### config.mk
export PLATFORM = sky130hd
export DESIGN_NAME = epcs_responder
export DESIGN_NICKNAME = d
export VERILOG_FILES = /design/src/rtl/epcs_responder.sv
export SDC_FILE = /design/constraint.sdc
export NUM_CORES = 1
export LEC_CHECK = 0
export CORE_MARGIN = 1.5
export CORE_UTILIZATION = 30
export CTS_CLUSTER_SIZE = 40
export DETAILED_ROUTE_END_ITERATION = 8
export PLACE_DENSITY_LB_ADDON = 0.2
export SKIP_LAST_GASP = 1
export SYNTH_ARGS = -nofsm -noshare
export SYNTH_HDL_FRONTEND = slang
export SYNTH_SLANG_ARGS = --single-unit
### constraint.sdc
create_clock -name clk_clk -period 2.7 [get_ports clk_clk]
set_clock_uncertainty 0.1 [all_clocks]
set_input_delay 0.405 -clock clk_clk [delete_from_list [all_inputs] [get_ports clk_clk]]
set_output_delay 0.405 -clock clk_clk [all_outputs]
set_load 0.01 [all_outputs]
### src/rtl/epcs_responder.sv
// EPCS serial-flash slave model: READ, READ STATUS and READ SILICON ID,
// driven from a byte-wide backing memory in the clk_clk domain.
module epcs_responder #(
  parameter int         ADDR_W     = 24,
  parameter logic [7:0] SILICON_ID = 8'h14,
  parameter logic [7:0] STATUS_VAL = 8'h00
) (
  input  logic              clk_clk,
  input  logic              reset_reset_n,
  input  logic              epcs_dclk,
  input  logic              epcs_sce,
  input  logic              epcs_sdo,
  output logic              epcs_data0,
  output logic              epcs_data0_oe,
  output logic [ADDR_W-1:0] mem_addr,
  output logic              mem_rd,
  input  logic [7:0]        mem_rdata,
  output logic              busy
);

  typedef enum logic [2:0] {
    IDLE,
    CMD,
    ADDR,
    DUMMY,
    DATA,
    IGNORE
  } state_e;

  state_e state_q, state_d;

  logic dclk_m_q, dclk_s_q, dclk_p_q;
  logic sce_m_q, sce_s_q, sce_p_q;
  logic sdo_m_q, sdo_s_q;

  logic [1:0]        warm_q, warm_d;
  logic              armed_q, armed_d;
  logic [4:0]        bit_cnt_q, bit_cnt_d;
  logic [2:0]        ocnt_q, ocnt_d;
  logic [22:0]       shift_q, shift_d;
  logic [ADDR_W-1:0] addr_q, addr_d;
  logic              rd_q, rd_d;
  logic              rd_dly_q;
  logic [7:0]        next_q, next_d;
  logic [6:0]        out_q, out_d;
  logic              data0_q, data0_d;
  logic              oe_q, oe_d;
  logic              is_read_q, is_read_d;

  logic        rise, fall, start;
  logic [23:0] sh_in;

  assign rise  = dclk_s_q & ~dclk_p_q & ~sce_s_q;
  assign fall  = ~dclk_s_q & dclk_p_q & ~sce_s_q;
  assign start = armed_q & sce_p_q & ~sce_s_q;
  assign sh_in = {shift_q, sdo_s_q};

  always_comb begin
    state_d   = state_q;
    bit_cnt_d = bit_cnt_q;
    ocnt_d    = ocnt_q;
    shift_d   = shift_q;
    addr_d    = addr_q;
    rd_d      = 1'b0;
    next_d    = next_q;
    out_d     = out_q;
    data0_d   = data0_q;
    oe_d      = oe_q;
    is_read_d = is_read_q;
    // sce must be seen high after reset before a select counts
    warm_d    = {warm_q[0], 1'b1};
    armed_d   = armed_q | (warm_q[1] & sce_s_q);

    if (rd_dly_q) next_d = mem_rdata;

    if (state_q != IDLE && sce_s_q) begin
      state_d   = IDLE;
      bit_cnt_d = '0;
      oe_d      = 1'b0;
      data0_d   = 1'b0;
      is_read_d = 1'b0;
    end else begin
      case (state_q)
        IDLE: begin
          oe_d    = 1'b0;
          data0_d = 1'b0;
          if (start) begin
            state_d   = CMD;
            bit_cnt_d = '0;
            is_read_d = 1'b0;
          end
        end
        CMD: if (rise) begin
          shift_d   = sh_in[22:0];
          bit_cnt_d = bit_cnt_q + 5'd1;
          if (bit_cnt_q == 5'd7) begin
            bit_cnt_d = '0;
            ocnt_d    = '0;
            case (sh_in[7:0])
              8'h03: begin
                state_d   = ADDR;
                is_read_d = 1'b1;
              end
              8'h05: begin
                state_d = DATA;
                next_d  = STATUS_VAL;
                oe_d    = 1'b1;
              end
              8'hAB:   state_d = DUMMY;
              default: state_d = IGNORE;
            endcase
          end
        end
        ADDR: if (rise) begin
          shift_d   = sh_in[22:0];
          bit_cnt_d = bit_cnt_q + 5'd1;
          if (bit_cnt_q == 5'd23) begin
            bit_cnt_d = '0;
            addr_d    = sh_in[ADDR_W-1:0];
            rd_d      = 1'b1;
            state_d   = DATA;
            oe_d      = 1'b1;
          end
        end
        DUMMY: if (rise) begin
          bit_cnt_d = bit_cnt_q + 5'd1;
          if (bit_cnt_q == 5'd23) begin
            bit_cnt_d = '0;
            state_d   = DATA;
            next_d    = SILICON_ID;
            oe_d      = 1'b1;
          end
        end
        DATA: begin
          if (fall) begin
            ocnt_d = ocnt_q + 3'd1;
            if (ocnt_q == 3'd0) begin
              out_d   = next_q[6:0];
              data0_d = next_q[7];
            end else begin
              out_d   = {out_q[5:0], 1'b0};
              data0_d = out_q[6];
            end
          end
          if (rise) begin
            bit_cnt_d = bit_cnt_q + 5'd1;
            if (bit_cnt_q == 5'd7) begin
              bit_cnt_d = '0;
              if (is_read_q) begin
                addr_d = addr_q + ADDR_W'(1);
                rd_d   = 1'b1;
              end
            end
          end
        end
        IGNORE: begin
          oe_d    = 1'b0;
          data0_d = 1'b0;
        end
        default: state_d = IDLE;
      endcase
    end
  end

  always_ff @(posedge clk_clk) begin
    if (!reset_reset_n) begin
      dclk_m_q  <= 1'b0;
      dclk_s_q  <= 1'b0;
      dclk_p_q  <= 1'b0;
      sce_m_q   <= 1'b1;
      sce_s_q   <= 1'b1;
      sce_p_q   <= 1'b1;
      sdo_m_q   <= 1'b0;
      sdo_s_q   <= 1'b0;
      warm_q    <= '0;
      armed_q   <= 1'b0;
      state_q   <= IDLE;
      bit_cnt_q <= '0;
      ocnt_q    <= '0;
      shift_q   <= '0;
      addr_q    <= '0;
      rd_q      <= 1'b0;
      rd_dly_q  <= 1'b0;
      next_q    <= '0;
      out_q     <= '0;
      data0_q   <= 1'b0;
      oe_q      <= 1'b0;
      is_read_q <= 1'b0;
    end else begin
      dclk_m_q  <= epcs_dclk;
      dclk_s_q  <= dclk_m_q;
      dclk_p_q  <= dclk_s_q;
      sce_m_q   <= epcs_sce;
      sce_s_q   <= sce_m_q;
      sce_p_q   <= sce_s_q;
      sdo_m_q   <= epcs_sdo;
      sdo_s_q   <= sdo_m_q;
      warm_q    <= warm_d;
      armed_q   <= armed_d;
      state_q   <= state_d;
      bit_cnt_q <= bit_cnt_d;
      ocnt_q    <= ocnt_d;
      shift_q   <= shift_d;
      addr_q    <= addr_d;
      rd_q      <= rd_d;
      rd_dly_q  <= rd_q;
      next_q    <= next_d;
      out_q     <= out_d;
      data0_q   <= data0_d;
      oe_q      <= oe_d;
      is_read_q <= is_read_d;
    end
  end

  assign epcs_data0    = data0_q;
  assign epcs_data0_oe = oe_q;
  assign mem_addr      = addr_q;
  assign mem_rd        = rd_q;
  assign busy          = (state_q != IDLE);

endmodule

* Word level (Yosys, flattened, before mapping)
Index checks and enable logic that the tools add are counted.
** Cells by class
- $add $sub $neg :: 3
- Multiply operators :: 0
- Divide/modulo/power cells :: 0
- $lt $le $gt $ge :: 0
- Equality and inequality tests :: 24
- Shift-type cells :: 0
- Muxes and demuxes :: 53
- Bitwise operators :: 14
- Reduce and logical (&&, ||, !) cells :: 25
** Operators by type and width (count)
- $mux W24 :: 5
- $mux W8 :: 7
- $pmux W24 S2 :: 1
- $mux W5 :: 5
- $add A24 B1 Y24 const B :: 1
- $mux W3 :: 8
- $ne A2 B2 Y1 const B :: 11
- $mux W1 :: 17
- $pmux W8 S2 :: 1
- $pmux W5 S3 :: 1
- $pmux W3 S4 :: 1
- $reduce_and A6 Y1 :: 2
- $reduce_or A2 Y1 :: 6
- $reduce_and A5 Y1 :: 2
- $pmux W3 S3 :: 1
- $reduce_bool A3 Y1 :: 3
- $eq A8 B2 Y1 const B :: 1
- $eq A8 B3 Y1 const B :: 1
- $eq A8 B8 Y1 const B :: 1
- $reduce_bool A2 Y1 :: 4
- $and A1 B1 Y1 :: 7
- $mux W7 :: 1
- $reduce_and A7 Y1 :: 1
- $eq A3 B2 Y1 const B :: 2
- 17 further kinds :: 29
** Word-level totals
- Flip-flop bits (word level) :: 89
- Latch bits :: 0
- Bits in writable memories :: 0
- Bits in read-only memories :: 0
- Input port bits :: 13
- Output and inout port bits :: 28
- Logic and storage cells :: 142
- Memories :: 0

* Longest topological paths before layout
Gate-level depths: netlist of run 1.
- Depth in word-level cells :: 6
- Mapped depth :: 8

* Worst setup path before layout of run 1
Ideal clock, no wire load.
- Path kind :: register to register
- Start :: register addr_q[0] (netlist: mem_addr[0])
- End :: register addr_q[18] (netlist: mem_addr[18])
- Library setup time :: 119 ps
- Arrival time :: 1772 ps
- Data required time :: 2481 ps
- Slack :: 710 ps
- Stages on the path, launching flop included :: 6
- Buffers on the path :: 0
- Clock period less this slack :: 1990 ps
- Cells stage by stage :: dfxtp_1 > ha_1 > nand3_1 > nor4_2 > a31oi_1 > o221a_2
** Between the ends
- Longest elaborated chain between the ends :: 5
** Ends and longest elaborated chain
- start, declared :: RTL line 41 : logic [ADDR_W-1:0] addr_q, addr_d;
- start signal, assigned :: RTL line 204 : addr_q <= addr_d;
- $add A24 B1 Y24 :: RTL line 150 : addr_d = addr_q + ADDR_W'(1);
- $mux W24 :: RTL line 149 : if (is_read_q) begin
- $mux W24 :: RTL line 147 : if (bit_cnt_q == 5'd7) begin
- $mux W24 :: RTL line 145 : if (rise) begin
- $pmux W24 S2 :: RTL line 83 : case (state_q)
No other way between the ends. The select of a mux whose other input is x is not followed.
A chain may end at the register's enable or synchronous reset.

* Final worst setup path of run 1
- Start :: register state_q[1]
- End :: output port busy
** Between the ends
- Longest elaborated chain between the ends :: 1
** Ends and longest elaborated chain
- start, declared :: RTL line 30 : state_e state_q, state_d;
- start signal, assigned :: RTL line 200 : state_q <= state_d;
- $reduce_bool A3 Y1 :: RTL line 219 : assign busy = (state_q != IDLE);
- end, declared :: RTL line 18 : output logic busy
No other way between the ends.

==> impl_metrics.xml, run 1 <==
<?xml version="1.0" encoding="UTF-8"?>
<metrics>
  <group name="synth">
    <metric name="synth_async_sr_flop_share" unit="%">0</metric>
    <metric name="ys_seq_elements" unit="">89</metric>
    <metric name="netlist-cell-type-count" unit="">62</metric>
    <metric name="syn_area" unit="sq um">4200</metric>
    <metric name="syn-instance-count" unit="">519</metric>
    <metric name="postSynthNetCount" unit="">536</metric>
    <metric name="postSynthAreaPerCell" unit="sq um">8.09</metric>
    <metric name="yosysWarningCount" unit="">0</metric>
    <metric name="synth_enable_flop_cells" unit="">0</metric>
    <metric name="synth_sequential_area_ratio" unit="%">42.4</metric>
    <metric name="synth-main-ff-cell" unit="">dfxtp_1</metric>
  </group>
  <group name="cts">
    <metric name="clkSinkCount" unit="">89</metric>
    <metric name="tritoncts.num_buffers" unit="">9</metric>
    <metric name="cts_tree" unit="">done</metric>
    <metric name="deepest_level_of_the_cts_h_tree" unit="">3</metric>
    <metric name="post_cts_resized" unit="">0</metric>
    <metric name="cts_hold_buffers" unit="">0</metric>
    <metric name="clkLatencyLatePin" unit="ns">0.34</metric>
    <metric name="clk_pin_slew" unit="ns">0.06</metric>
    <metric name="cts_root_buf" unit="">clkbuf_16</metric>
    <metric name="post-cts-setup-buffers" unit="">0</metric>
    <metric name="cts-root-to-sink-buffers" unit="">2</metric>
  </group>
  <group name="drt">
    <metric name="ant_nets" unit="">0</metric>
    <metric name="drt-total-wl" unit="um">11100</metric>
    <metric name="post_drt_via_cell_ratio" unit="">5.14</metric>
    <metric name="detail_route.iter0.violations" unit="">256</metric>
    <metric name="vias" unit="">3765</metric>
    <metric name="drc" unit="">0</metric>
    <metric name="avgRoutedWirePerCell" unit="um">15.2</metric>
    <metric name="detailedRoute.firstPassIterationCount" unit="">6</metric>
  </group>
  <group name="sta">
    <metric name="final-setup-viol-count" unit="">0</metric>
    <metric name="max_slew_margin" unit="%">41.7</metric>
    <metric name="post-route-min-period" unit="ns">2.40</metric>
    <metric name="timing_max_transition_violations_final" unit="">0</metric>
    <metric name="worst_pin_slew" unit="ns">0.872</metric>
    <metric name="hold-worst-slack" unit="ns">0.335</metric>
    <metric name="post-route-period-util" unit="%">88.9</metric>
    <metric name="setup_tns" unit="ns">0</metric>
    <metric name="hold_viol" unit="">0</metric>
    <metric name="rsz0062_at_grt" unit="">no</metric>
    <metric name="fmaxAchievable" unit="GHz">0.417</metric>
  </group>
  <group name="place">
    <metric name="half_perimeter_wire_length_after_detailed_placement" unit="um">7400</metric>
    <metric name="place_inst" unit="">717</metric>
    <metric name="placedInstanceArea" unit="sq um">4790</metric>
    <metric name="port_buffers" unit="">40</metric>
    <metric name="globalplace.congestion" unit="">0.804</metric>
  </group>
  <group name="die">
    <metric name="fp.dieH" unit="um">121</metric>
    <metric name="floorplan.initialDensity" unit="%">30.5</metric>
    <metric name="placementRows" unit="">43</metric>
    <metric name="design.portCount" unit="">41</metric>
    <metric name="die_area" unit="sq um">14700</metric>
    <metric name="die_w" unit="um">121</metric>
    <metric name="core_area" unit="sq um">13800</metric>
  </group>
  <group name="cells_and_area">
    <metric name="final_design_instance_area_without_fill" unit="sq um">5100</metric>
    <metric name="finish.cell_count_without_fillers" unit="">732</metric>
    <metric name="layout.cells.most_common" unit="">dfxtp_1</metric>
    <metric name="antenna_cells" unit="">0</metric>
    <metric name="fraction_of_layout_cells_with_a_size_suffix_above_1" unit="%">8.51</metric>
    <metric name="mostFrequentLayoutCells" unit="">89 x dfxtp_1, 78 x nand2_1, 55 x a21oi_1</metric>
    <metric name="area_growth" unit="%">21.5</metric>
    <metric name="final_net_count" unit="">565</metric>
  </group>
  <group name="power">
    <metric name="pwr-share-clk" unit="%">48.7</metric>
    <metric name="share_comb_of_total_power" unit="%">3.3</metric>
    <metric name="total_net_switching_power" unit="uW">579</metric>
    <metric name="p_leak" unit="uW">0.00173</metric>
    <metric name="sw_frac_of_total" unit="%">20.9</metric>
    <metric name="ir_drop" unit="uV">274</metric>
    <metric name="power_per_cell_area" unit="nW/um^2">543</metric>
    <metric name="power.sequential.fraction" unit="%">47.9</metric>
    <metric name="internal-power" unit="uW">2190</metric>
  </group>
  <group name="critical_path">
    <metric name="critPathMaxFanout" unit="">14</metric>
    <metric name="crit_type" unit="">reg -&gt; out</metric>
    <metric name="crit_path_start_kind" unit="">flip-flop</metric>
    <metric name="required" unit="ns">2.19</metric>
    <metric name="critical_path_data_arrival_time" unit="ns">1.90</metric>
    <metric name="setup.worst_path.end_class" unit="">output pin</metric>
  </group>
  <group name="global_route">
    <metric name="grt_antenna_before_repair" unit="">0</metric>
    <metric name="global_route_total_overflow" unit="">0</metric>
    <metric name="grt_util_all_layers" unit="%">15.7</metric>
    <metric name="wire_length_of_the_first_global_routing_pass" unit="um">18500</metric>
    <metric name="grt_max_degree" unit="">32</metric>
    <metric name="grt_pass1_vias" unit="">3645</metric>
  </group>
  <group name="run">
    <metric name="max_cap_violations" unit="">0</metric>
  </group>
  <group name="worst_hold_path">
    <metric name="worstHoldPathType" unit="">reg -&gt; reg</metric>
  </group>
  <group name="run_status">
    <metric name="run_status" unit="">finished clean</metric>
  </group>
</metrics>
==> cell type report <==
type                            count  area, sq um
Timing Repair Buffer               55          526
Fill cell                        1440         8670
Clock buffer                       12          246
Inverter                            7         26.3
Tap cell                          180          225
Clock inverter                      3         65.1
Sequential cell                    89         1780
Multi-Input combinational cell    386         2230
==> cells by family (layout without fill, tap and decap cells) <==
logic type,after synthesis,in the layout,share of synthesized area (%)
flops,89,89,42.4
simple gates,226,226,26.5
compound gates,138,138,21.1
buf+inv,44,77,4.53
fa+ha+maj,4,4,1.19
xor+xnor,2,2,0.417
mux,16,16,3.84
==> through the flow <==
stage | utilization (%) | setup WS [ns] | total power [uW]
2_1_floorplan | - | 0.710 | 1410
3_5_place_dp | 34.8 | 0.512 | 1450
5_1_grt | 37.0 | 0.192 | 2870
6_report | 37.0 | 0.299 | 2770
3_3_place_gp | 34.8 | 0.526 | 1450
4_1_cts | 37.0 | 0.277 | 2800
==> registers in the layout, indices dropped and copies added (netlist names), 2 cells and up <==
name       count
mem_addr      24
shift_q       23
next_q         8
out_q          7
bit_cnt_q      5
ocnt_q         3
state_q        3
warm_q         2
==> path summary, 6_finish.rpt <==
check	start	end	slack, ns	depth (start not counted)
max	state_q[1]	busy	0.30	3
min	warm_q[0]	warm_q[1]	0.34	1
max reg2reg	bit_cnt_q[0]	mem_addr[0]	0.47	7
min reg2reg	warm_q[0]	warm_q[1]	0.34	1
==> critical path, cell delays in order, from the launching register on <==
cell and delay, ns:
dfxtp_1 0.37, buf_4 0.21, or3_1 0.46, clkdlybuf4s50_1 0.52
==> cell usage after synthesis, types with 2 or more instances <==
library cell  count  share of area, %
nor4_1            3              0.45
o22ai_1           6              0.89
o211ai_1          4              0.72
a2111oi_0         2              0.42
or3b_2            3              0.63
and2_1           12               1.8
a211oi_1         13               2.3
inv_1             6              0.54
or3_1             5              0.74
nand3b_1          3              0.54
nor3_2            2              0.48
o221a_2           5               1.3
and3_1            4              0.60
buf_1             4              0.36
clkbuf_1         18               1.6
dfxtp_1          89                42
nor3b_1           3              0.54
o31ai_1           3              0.54
nor2b_1           5              0.74
nand3_1          17               2.0
and3b_1           2              0.42
nor2_1           54               4.8
ha_1              4               1.2
nand2_1          78               7.0
a32oi_1           3              0.63
a31oi_1           7               1.0
nand4_1          12               1.8
buf_2            14               1.7
nor4_2            2              0.60
and4_1            2              0.42
a41oi_1           2              0.42
o21ai_0          20               2.4
a311oi_1          3              0.63
nand2b_1          7               1.0
a21oi_1          55               6.6
mux2i_1          15               3.6
nor3_1            7              0.83
==> power groups by stage <==
stage | combinational, uW | sequential (uW) | clock (uW)
floorplan | 53.9 | 1350 | 0
global placement | 92.4 | 1360 | 0
detailed placement | 92.8 | 1360 | 0
CTS | 93.8 | 1330 | 1380
global route | 102 | 1330 | 1440
finish | 92.5 | 1330 | 1350
==> per-layer routing <==
layer / routed length [um] / GRT usage, %
met5: 0 / 0
met4: 68 / 3.38
met3: 515 / 3.99
met2: 5090 / 25.0
met1: 5450 / 21.3
(Power assumes the default switching activity.)
==> run 2, diff against run 1 <==
CELL_PAD_IN_SITES_DETAIL_PLACEMENT = 0   (was unset)
CELL_PAD_IN_SITES_GLOBAL_PLACEMENT = 2   (was unset)
==> impl_metrics.xml, run 2 (synthesized netlist as in run 1, its figures left out) <==
<?xml version="1.0" encoding="UTF-8"?>
<metrics>
  <group name="run">
    <metric name="max_cap_violations" unit="">0</metric>
  </group>
  <group name="drt">
    <metric name="avgRoutedWirePerCell" unit="um">16.0</metric>
    <metric name="detail_route.iter0.violations" unit="">266</metric>
    <metric name="drt-total-wl" unit="um">11700</metric>
    <metric name="detailedRoute.firstPassIterationCount" unit="">4</metric>
    <metric name="vias" unit="">3832</metric>
    <metric name="drc" unit="">0</metric>
    <metric name="ant_nets" unit="">0</metric>
    <metric name="post_drt_via_cell_ratio" unit="">5.22</metric>
  </group>
  <group name="power">
    <metric name="pwr-share-clk" unit="%">48.3</metric>
    <metric name="p_leak" unit="uW">0.00174</metric>
    <metric name="power.sequential.fraction" unit="%">48.2</metric>
    <metric name="total_net_switching_power" unit="uW">580</metric>
    <metric name="internal-power" unit="uW">2170</metric>
    <metric name="ir_drop" unit="uV">282</metric>
    <metric name="share_comb_of_total_power" unit="%">3.4</metric>
    <metric name="sw_frac_of_total" unit="%">21.1</metric>
    <metric name="power_per_cell_area" unit="nW/um^2">539</metric>
  </group>
  <group name="sta">
    <metric name="hold-worst-slack" unit="ns">0.330</metric>
    <metric name="final-setup-viol-count" unit="">0</metric>
    <metric name="hold_viol" unit="">0</metric>
    <metric name="fmaxAchievable" unit="GHz">0.410</metric>
    <metric name="post-route-min-period" unit="ns">2.44</metric>
    <metric name="post-route-period-util" unit="%">90.3</metric>
    <metric name="timing_max_transition_violations_final" unit="">0</metric>
    <metric name="setup_tns" unit="ns">0</metric>
    <metric name="max_slew_margin" unit="%">40.6</metric>
    <metric name="rsz0062_at_grt" unit="">no</metric>
    <metric name="worst_pin_slew" unit="ns">0.889</metric>
  </group>
  <group name="cts">
    <metric name="clk_pin_slew" unit="ns">0.06</metric>
    <metric name="cts_tree" unit="">done</metric>
    <metric name="cts_root_buf" unit="">clkbuf_16</metric>
    <metric name="tritoncts.num_buffers" unit="">9</metric>
    <metric name="clkSinkCount" unit="">89</metric>
    <metric name="cts-root-to-sink-buffers" unit="">2</metric>
    <metric name="clkLatencyLatePin" unit="ns">0.35</metric>
    <metric name="cts_hold_buffers" unit="">0</metric>
    <metric name="post-cts-setup-buffers" unit="">0</metric>
    <metric name="post_cts_resized" unit="">0</metric>
    <metric name="deepest_level_of_the_cts_h_tree" unit="">3</metric>
  </group>
  <group name="worst_hold_path">
    <metric name="hold_path_startpoint" unit="">sce_m_q</metric>
    <metric name="worstHoldPathType" unit="">reg -&gt; reg</metric>
  </group>
  <group name="cells_and_area">
    <metric name="antenna_cells" unit="">0</metric>
    <metric name="mostFrequentLayoutCells" unit="">89 x dfxtp_1, 78 x nand2_1, 55 x a21oi_1</metric>
    <metric name="largest_register_ffs" unit="">24</metric>
    <metric name="layout.cells.most_common" unit="">dfxtp_1</metric>
    <metric name="final_design_instance_area_without_fill" unit="sq um">5100</metric>
    <metric name="area_growth" unit="%">21.5</metric>
    <metric name="multi_input_comb_area" unit="sq um">2230</metric>
    <metric name="postLayoutCoreUtil" unit="%">37.1</metric>
    <metric name="final_net_count" unit="">566</metric>
    <metric name="fillCellCount" unit="">1469</metric>
    <metric name="fraction_of_layout_cells_with_a_size_suffix_above_1" unit="%">8.48</metric>
    <metric name="area.sequential" unit="sq um">1780</metric>
  </group>
  <group name="place">
    <metric name="placedInstanceArea" unit="sq um">4800</metric>
    <metric name="port_buffers" unit="">40</metric>
    <metric name="globalplace.congestion" unit="">0.776</metric>
    <metric name="half_perimeter_wire_length_after_detailed_placement" unit="um">7600</metric>
  </group>
  <group name="global_route">
    <metric name="grt_pass1_vias" unit="">3629</metric>
    <metric name="grt_max_degree" unit="">43</metric>
    <metric name="wire_length_of_the_first_global_routing_pass" unit="um">19500</metric>
    <metric name="grt_util_all_layers" unit="%">17.1</metric>
    <metric name="global_route_total_overflow" unit="">0</metric>
    <metric name="grt_antenna_before_repair" unit="">0</metric>
  </group>
  <group name="critical_path">
    <metric name="regToRegStartpoint" unit="">bit_cnt_q[0]</metric>
    <metric name="critPathMaxFanout" unit="">15</metric>
    <metric name="required" unit="ns">2.19</metric>
    <metric name="crit_type" unit="">reg -&gt; out</metric>
    <metric name="crit_path_start_kind" unit="">flip-flop</metric>
    <metric name="critical-path-top-delay-family" unit="">buffers and inverters</metric>
    <metric name="setup.worst_path.end_class" unit="">output pin</metric>
    <metric name="cp_max_stage_delay" unit="ns">0.52</metric>
    <metric name="crit_path_start" unit="">state_q[1]</metric>
    <metric name="slowest_library_cell_on_the_worst_path" unit="">clkdlybuf4s50_1</metric>
    <metric name="worstPathBufferInverterCount" unit="">2</metric>
    <metric name="critical_path_data_arrival_time" unit="ns">1.93</metric>
    <metric name="path_cells" unit="">buf_4, or3_1, clkdlybuf4s50_1</metric>
  </group>
  <group name="die">
    <metric name="die_w" unit="um">121</metric>
    <metric name="floorplan.initialDensity" unit="%">30.5</metric>
    <metric name="design.portCount" unit="">41</metric>
    <metric name="fp.dieH" unit="um">121</metric>
    <metric name="core_area" unit="sq um">13800</metric>
    <metric name="placementRows" unit="">43</metric>
    <metric name="die_area" unit="sq um">14700</metric>
  </group>
  <group name="run_status">
    <metric name="run_status" unit="">finished clean</metric>
  </group>
</metrics>
==> run 2: cell types whose count changed in the layout (fill, tap and decap cells not counted), sizes merged <==
cell    delta
clkbuf     +1
buf        +1
==> run 2: power by group through the flow <==
stage | Combinational (uW) | Sequential (uW) | Clock (uW)
after floorplan | 53.9 | 1350 | 0
after global placement | 95.7 | 1360 | 0
after detailed placement | 96.0 | 1360 | 0
after CTS | 96.7 | 1330 | 1380
after global routing | 105 | 1330 | 1440
final | 94.8 | 1330 | 1330
==> run 2: layer usage <==
| layer | part of all wire (%) | GRT usage (%) | vias up |
|---|---|---|---|
| li1 | - | - | 1920 |
| met1 | 51 | 23.8 | 1823 |
| met2 | 43 | 25.2 | 77 |
| met3 | 4.5 | 5.26 | 12 |
| met4 | 1.3 | 4.93 | 0 |
| met5 | 0 | 0 | - |
==> run 2: cell type report <==
cell class | instances | area share, %
multi-input cells | 386 | 43.7
flip-flops and latches | 89 | 34.9
repair buffers | 56 | 10.4
clock buffers | 13 | 4.71
well taps | 180 | 4.41
clock inverters | 3 | 1.27
inverters | 7 | 0.515
==> run 2: final timing paths <==
kind / end / slack (ns) / cells after the start
max: busy / 0.26 / 3
min: sce_s_q / 0.33 / 1
max reg2reg: mem_addr[0] / 0.43 / 7
min reg2reg: sce_s_q / 0.33 / 1
==> run 2: worst register-to-register path, delay by kind of cell, from the launching register on <==
family                   cells  cell delay, ns
AO/OA/AOI/OAI                1            0.17
adder cells (fa/ha/maj)      1            0.25
buffers and inverters        1            0.25
flip-flops                   1            0.37
AND/OR/NAND/NOR              4            1.06
==> run 2: metrics by stage <==
stage	std cells	total power (uW)	setup WS, ns
2_1_floorplan	519	1410	0.710
3_3_place_gp	718	1450	0.529
3_5_place_dp	718	1450	0.506
4_1_cts	734	2800	0.242
5_1_grt	734	2870	0.176
6_report	734	2750	0.261
==> run 3, diff against run 2 <==
clock period = 2.5 ns   (was 2.7 ns; I/O delays follow)
==> impl_metrics.xml, run 3 (synthesized netlist as in run 1, its figures left out) <==
<?xml version="1.0" encoding="UTF-8"?>
<metrics>
  <group name="run_status">
    <metric name="run_status" unit="">finished clean</metric>
  </group>
  <group name="critical_path">
    <metric name="crit_path_start" unit="">state_q[0]</metric>
    <metric name="crit_path_start_kind" unit="">flip-flop</metric>
    <metric name="crit_type" unit="">reg -&gt; out</metric>
    <metric name="slowest_library_cell_on_the_worst_path" unit="">clkdlybuf4s50_1</metric>
    <metric name="path_cells" unit="">buf_4, or3_1, clkdlybuf4s50_1</metric>
    <metric name="worst_r2r_endpoint" unit="">mem_addr[20]</metric>
    <metric name="worstPathBufferInverterCount" unit="">2</metric>
    <metric name="critPathMaxFanout" unit="">12</metric>
    <metric name="critical_path_data_arrival_time" unit="ns">1.86</metric>
    <metric name="reg2reg_depth" unit="">7</metric>
    <metric name="ff2ff_setup_slack" unit="ns">0.34</metric>
    <metric name="critical-path-top-delay-family" unit="">buffers and inverters</metric>
    <metric name="cp_max_stage_delay" unit="ns">0.53</metric>
    <metric name="required" unit="ns">2.03</metric>
    <metric name="setup.worst_path.end_class" unit="">output pin</metric>
    <metric name="crit_path_end" unit="">busy</metric>
    <metric name="cp.depth" unit="">3</metric>
    <metric name="regToRegStartpoint" unit="">bit_cnt_q[0]</metric>
  </group>
  <group name="drt">
    <metric name="vias" unit="">3830</metric>
    <metric name="ant_nets" unit="">0</metric>
    <metric name="detailedRoute.firstPassIterationCount" unit="">4</metric>
    <metric name="detail_route.iter0.violations" unit="">268</metric>
    <metric name="post_drt_via_cell_ratio" unit="">5.18</metric>
    <metric name="drc" unit="">0</metric>
    <metric name="drt-total-wl" unit="um">11600</metric>
    <metric name="avgRoutedWirePerCell" unit="um">15.8</metric>
  </group>
  <group name="cells_and_area">
    <metric name="area_growth" unit="%">22.8</metric>
    <metric name="antenna_cells" unit="">0</metric>
    <metric name="largest_register_ffs" unit="">24</metric>
    <metric name="fillCellCount" unit="">1464</metric>
    <metric name="layout.cells.most_common" unit="">dfxtp_1</metric>
    <metric name="fraction_of_layout_cells_with_a_size_suffix_above_1" unit="%">9.84</metric>
    <metric name="finish.cell_count_without_fillers" unit="">739</metric>
    <metric name="final_net_count" unit="">571</metric>
    <metric name="mostFrequentLayoutCells" unit="">89 x dfxtp_1, 78 x nand2_1, 55 x a21oi_1</metric>
  </group>
  <group name="sta">
    <metric name="hold_viol" unit="">0</metric>
    <metric name="final-setup-viol-count" unit="">0</metric>
    <metric name="post-route-min-period" unit="ns">2.33</metric>
    <metric name="worst_pin_slew" unit="ns">0.883</metric>
    <metric name="max_slew_margin" unit="%">41.0</metric>
    <metric name="rsz0062_at_grt" unit="">no</metric>
    <metric name="timing_max_transition_violations_final" unit="">0</metric>
    <metric name="fmaxAchievable" unit="GHz">0.429</metric>
    <metric name="post-route-period-util" unit="%">93.3</metric>
    <metric name="setup_tns" unit="ns">0</metric>
  </group>
  <group name="power">
    <metric name="ir_drop" unit="uV">354</metric>
    <metric name="finalPower" unit="uW">2950</metric>
    <metric name="total_net_switching_power" unit="uW">652</metric>
    <metric name="share_comb_of_total_power" unit="%">3.5</metric>
    <metric name="sw_frac_of_total" unit="%">22.1</metric>
    <metric name="power_per_cell_area" unit="nW/um^2">573</metric>
    <metric name="p_leak" unit="uW">0.00176</metric>
    <metric name="internal-power" unit="uW">2300</metric>
    <metric name="power.sequential.fraction" unit="%">48.5</metric>
    <metric name="pwr-share-clk" unit="%">48.0</metric>
  </group>
  <group name="place">
    <metric name="port_buffers" unit="">40</metric>
    <metric name="globalplace.congestion" unit="">0.748</metric>
    <metric name="place_inst" unit="">723</metric>
    <metric name="half_perimeter_wire_length_after_detailed_placement" unit="um">7610</metric>
  </group>
  <group name="die">
    <metric name="fp.dieH" unit="um">121</metric>
    <metric name="core_area" unit="sq um">13800</metric>
    <metric name="floorplan.initialDensity" unit="%">30.5</metric>
    <metric name="die_area" unit="sq um">14700</metric>
    <metric name="design.portCount" unit="">41</metric>
    <metric name="die_w" unit="um">121</metric>
    <metric name="placementRows" unit="">43</metric>
  </group>
  <group name="global_route">
    <metric name="grt_util_all_layers" unit="%">16.9</metric>
    <metric name="grt_max_degree" unit="">44</metric>
    <metric name="grt_pass1_vias" unit="">3620</metric>
    <metric name="grt_antenna_before_repair" unit="">0</metric>
    <metric name="wire_length_of_the_first_global_routing_pass" unit="um">19200</metric>
    <metric name="global_route_total_overflow" unit="">0</metric>
  </group>
  <group name="cts">
    <metric name="clk_pin_slew" unit="ns">0.06</metric>
    <metric name="post-cts-setup-buffers" unit="">0</metric>
    <metric name="deepest_level_of_the_cts_h_tree" unit="">3</metric>
    <metric name="cts_root_buf" unit="">clkbuf_16</metric>
    <metric name="cts_hold_buffers" unit="">0</metric>
    <metric name="clkSinkCount" unit="">89</metric>
    <metric name="tritoncts.num_buffers" unit="">9</metric>
    <metric name="cts-root-to-sink-buffers" unit="">2</metric>
    <metric name="cts_tree" unit="">done</metric>
    <metric name="post_cts_resized" unit="">0</metric>
    <metric name="clkLatencyLatePin" unit="ns">0.35</metric>
  </group>
  <group name="worst_hold_path">
    <metric name="worstHoldPathType" unit="">reg -&gt; reg</metric>
    <metric name="hold_path_startpoint" unit="">sce_m_q</metric>
  </group>
  <group name="run">
    <metric name="max_cap_violations" unit="">0</metric>
  </group>
</metrics>
## run 3: power groups by stage
stage / Combinational [uW] / Clock [uW] / Sequential, uW
after detailed placement: 106 / 0 / 1460
after floorplan: 58.2 / 0 / 1460
after global routing: 115 / 1520 / 1430
final: 104 / 1420 / 1430
after CTS: 107 / 1460 / 1430
after global placement: 106 / 0 / 1460
## run 3: final cells by class
| class | instances | area (sq um) | share of cell area, % |
|---|---|---|---|
| Timing Repair Buffer | 61 | 583 | 11.3 |
| Multi-Input combinational cell | 386 | 2230 | 43.3 |
| Clock inverter | 4 | 51.3 | 0.995 |
| Tap cell | 180 | 225 | 4.37 |
| Inverter | 7 | 26.3 | 0.510 |
| Sequential cell | 89 | 1780 | 34.6 |
| Clock buffer | 12 | 256 | 4.97 |
## run 3: how the worst min path moves through the flow
stage	to	slack (ns)	depth (start not counted)
2_1_floorplan	sce_s_q	0.29	1
3_3_place_gp	sce_s_q	0.31	1
3_5_place_dp	sce_s_q	0.29	1
4_1_cts	sce_s_q	0.31	1
5_1_grt	sce_s_q	0.35	1
6_report	sce_s_q	0.31	1
## run 3: metal layers
layer,wire length [um],global-route usage [%],up-vias
li1,-,-,1931
met1,5870,23.5,1825
met2,5150,25.7,64
met3,422,2.77,10
met4,203,7.06,0
met5,0,0,-
## run 3: metrics by stage
| stage | cell area [sq um] | hold WS [ns] | utilization, % | worst slack, ns |
|---|---|---|---|---|
| 2_1_floorplan | 4200 | 0.286 | - | 0.510 |
| 3_3_place_gp | 4850 | 0.314 | 35.2 | 0.392 |
| 3_5_place_dp | 4850 | 0.294 | 35.2 | 0.347 |
| 4_1_cts | 5160 | 0.311 | 37.4 | 0.152 |
| 5_1_grt | 5160 | 0.349 | 37.4 | 0.113 |
| 6_report | 5160 | 0.310 | 37.4 | 0.168 |
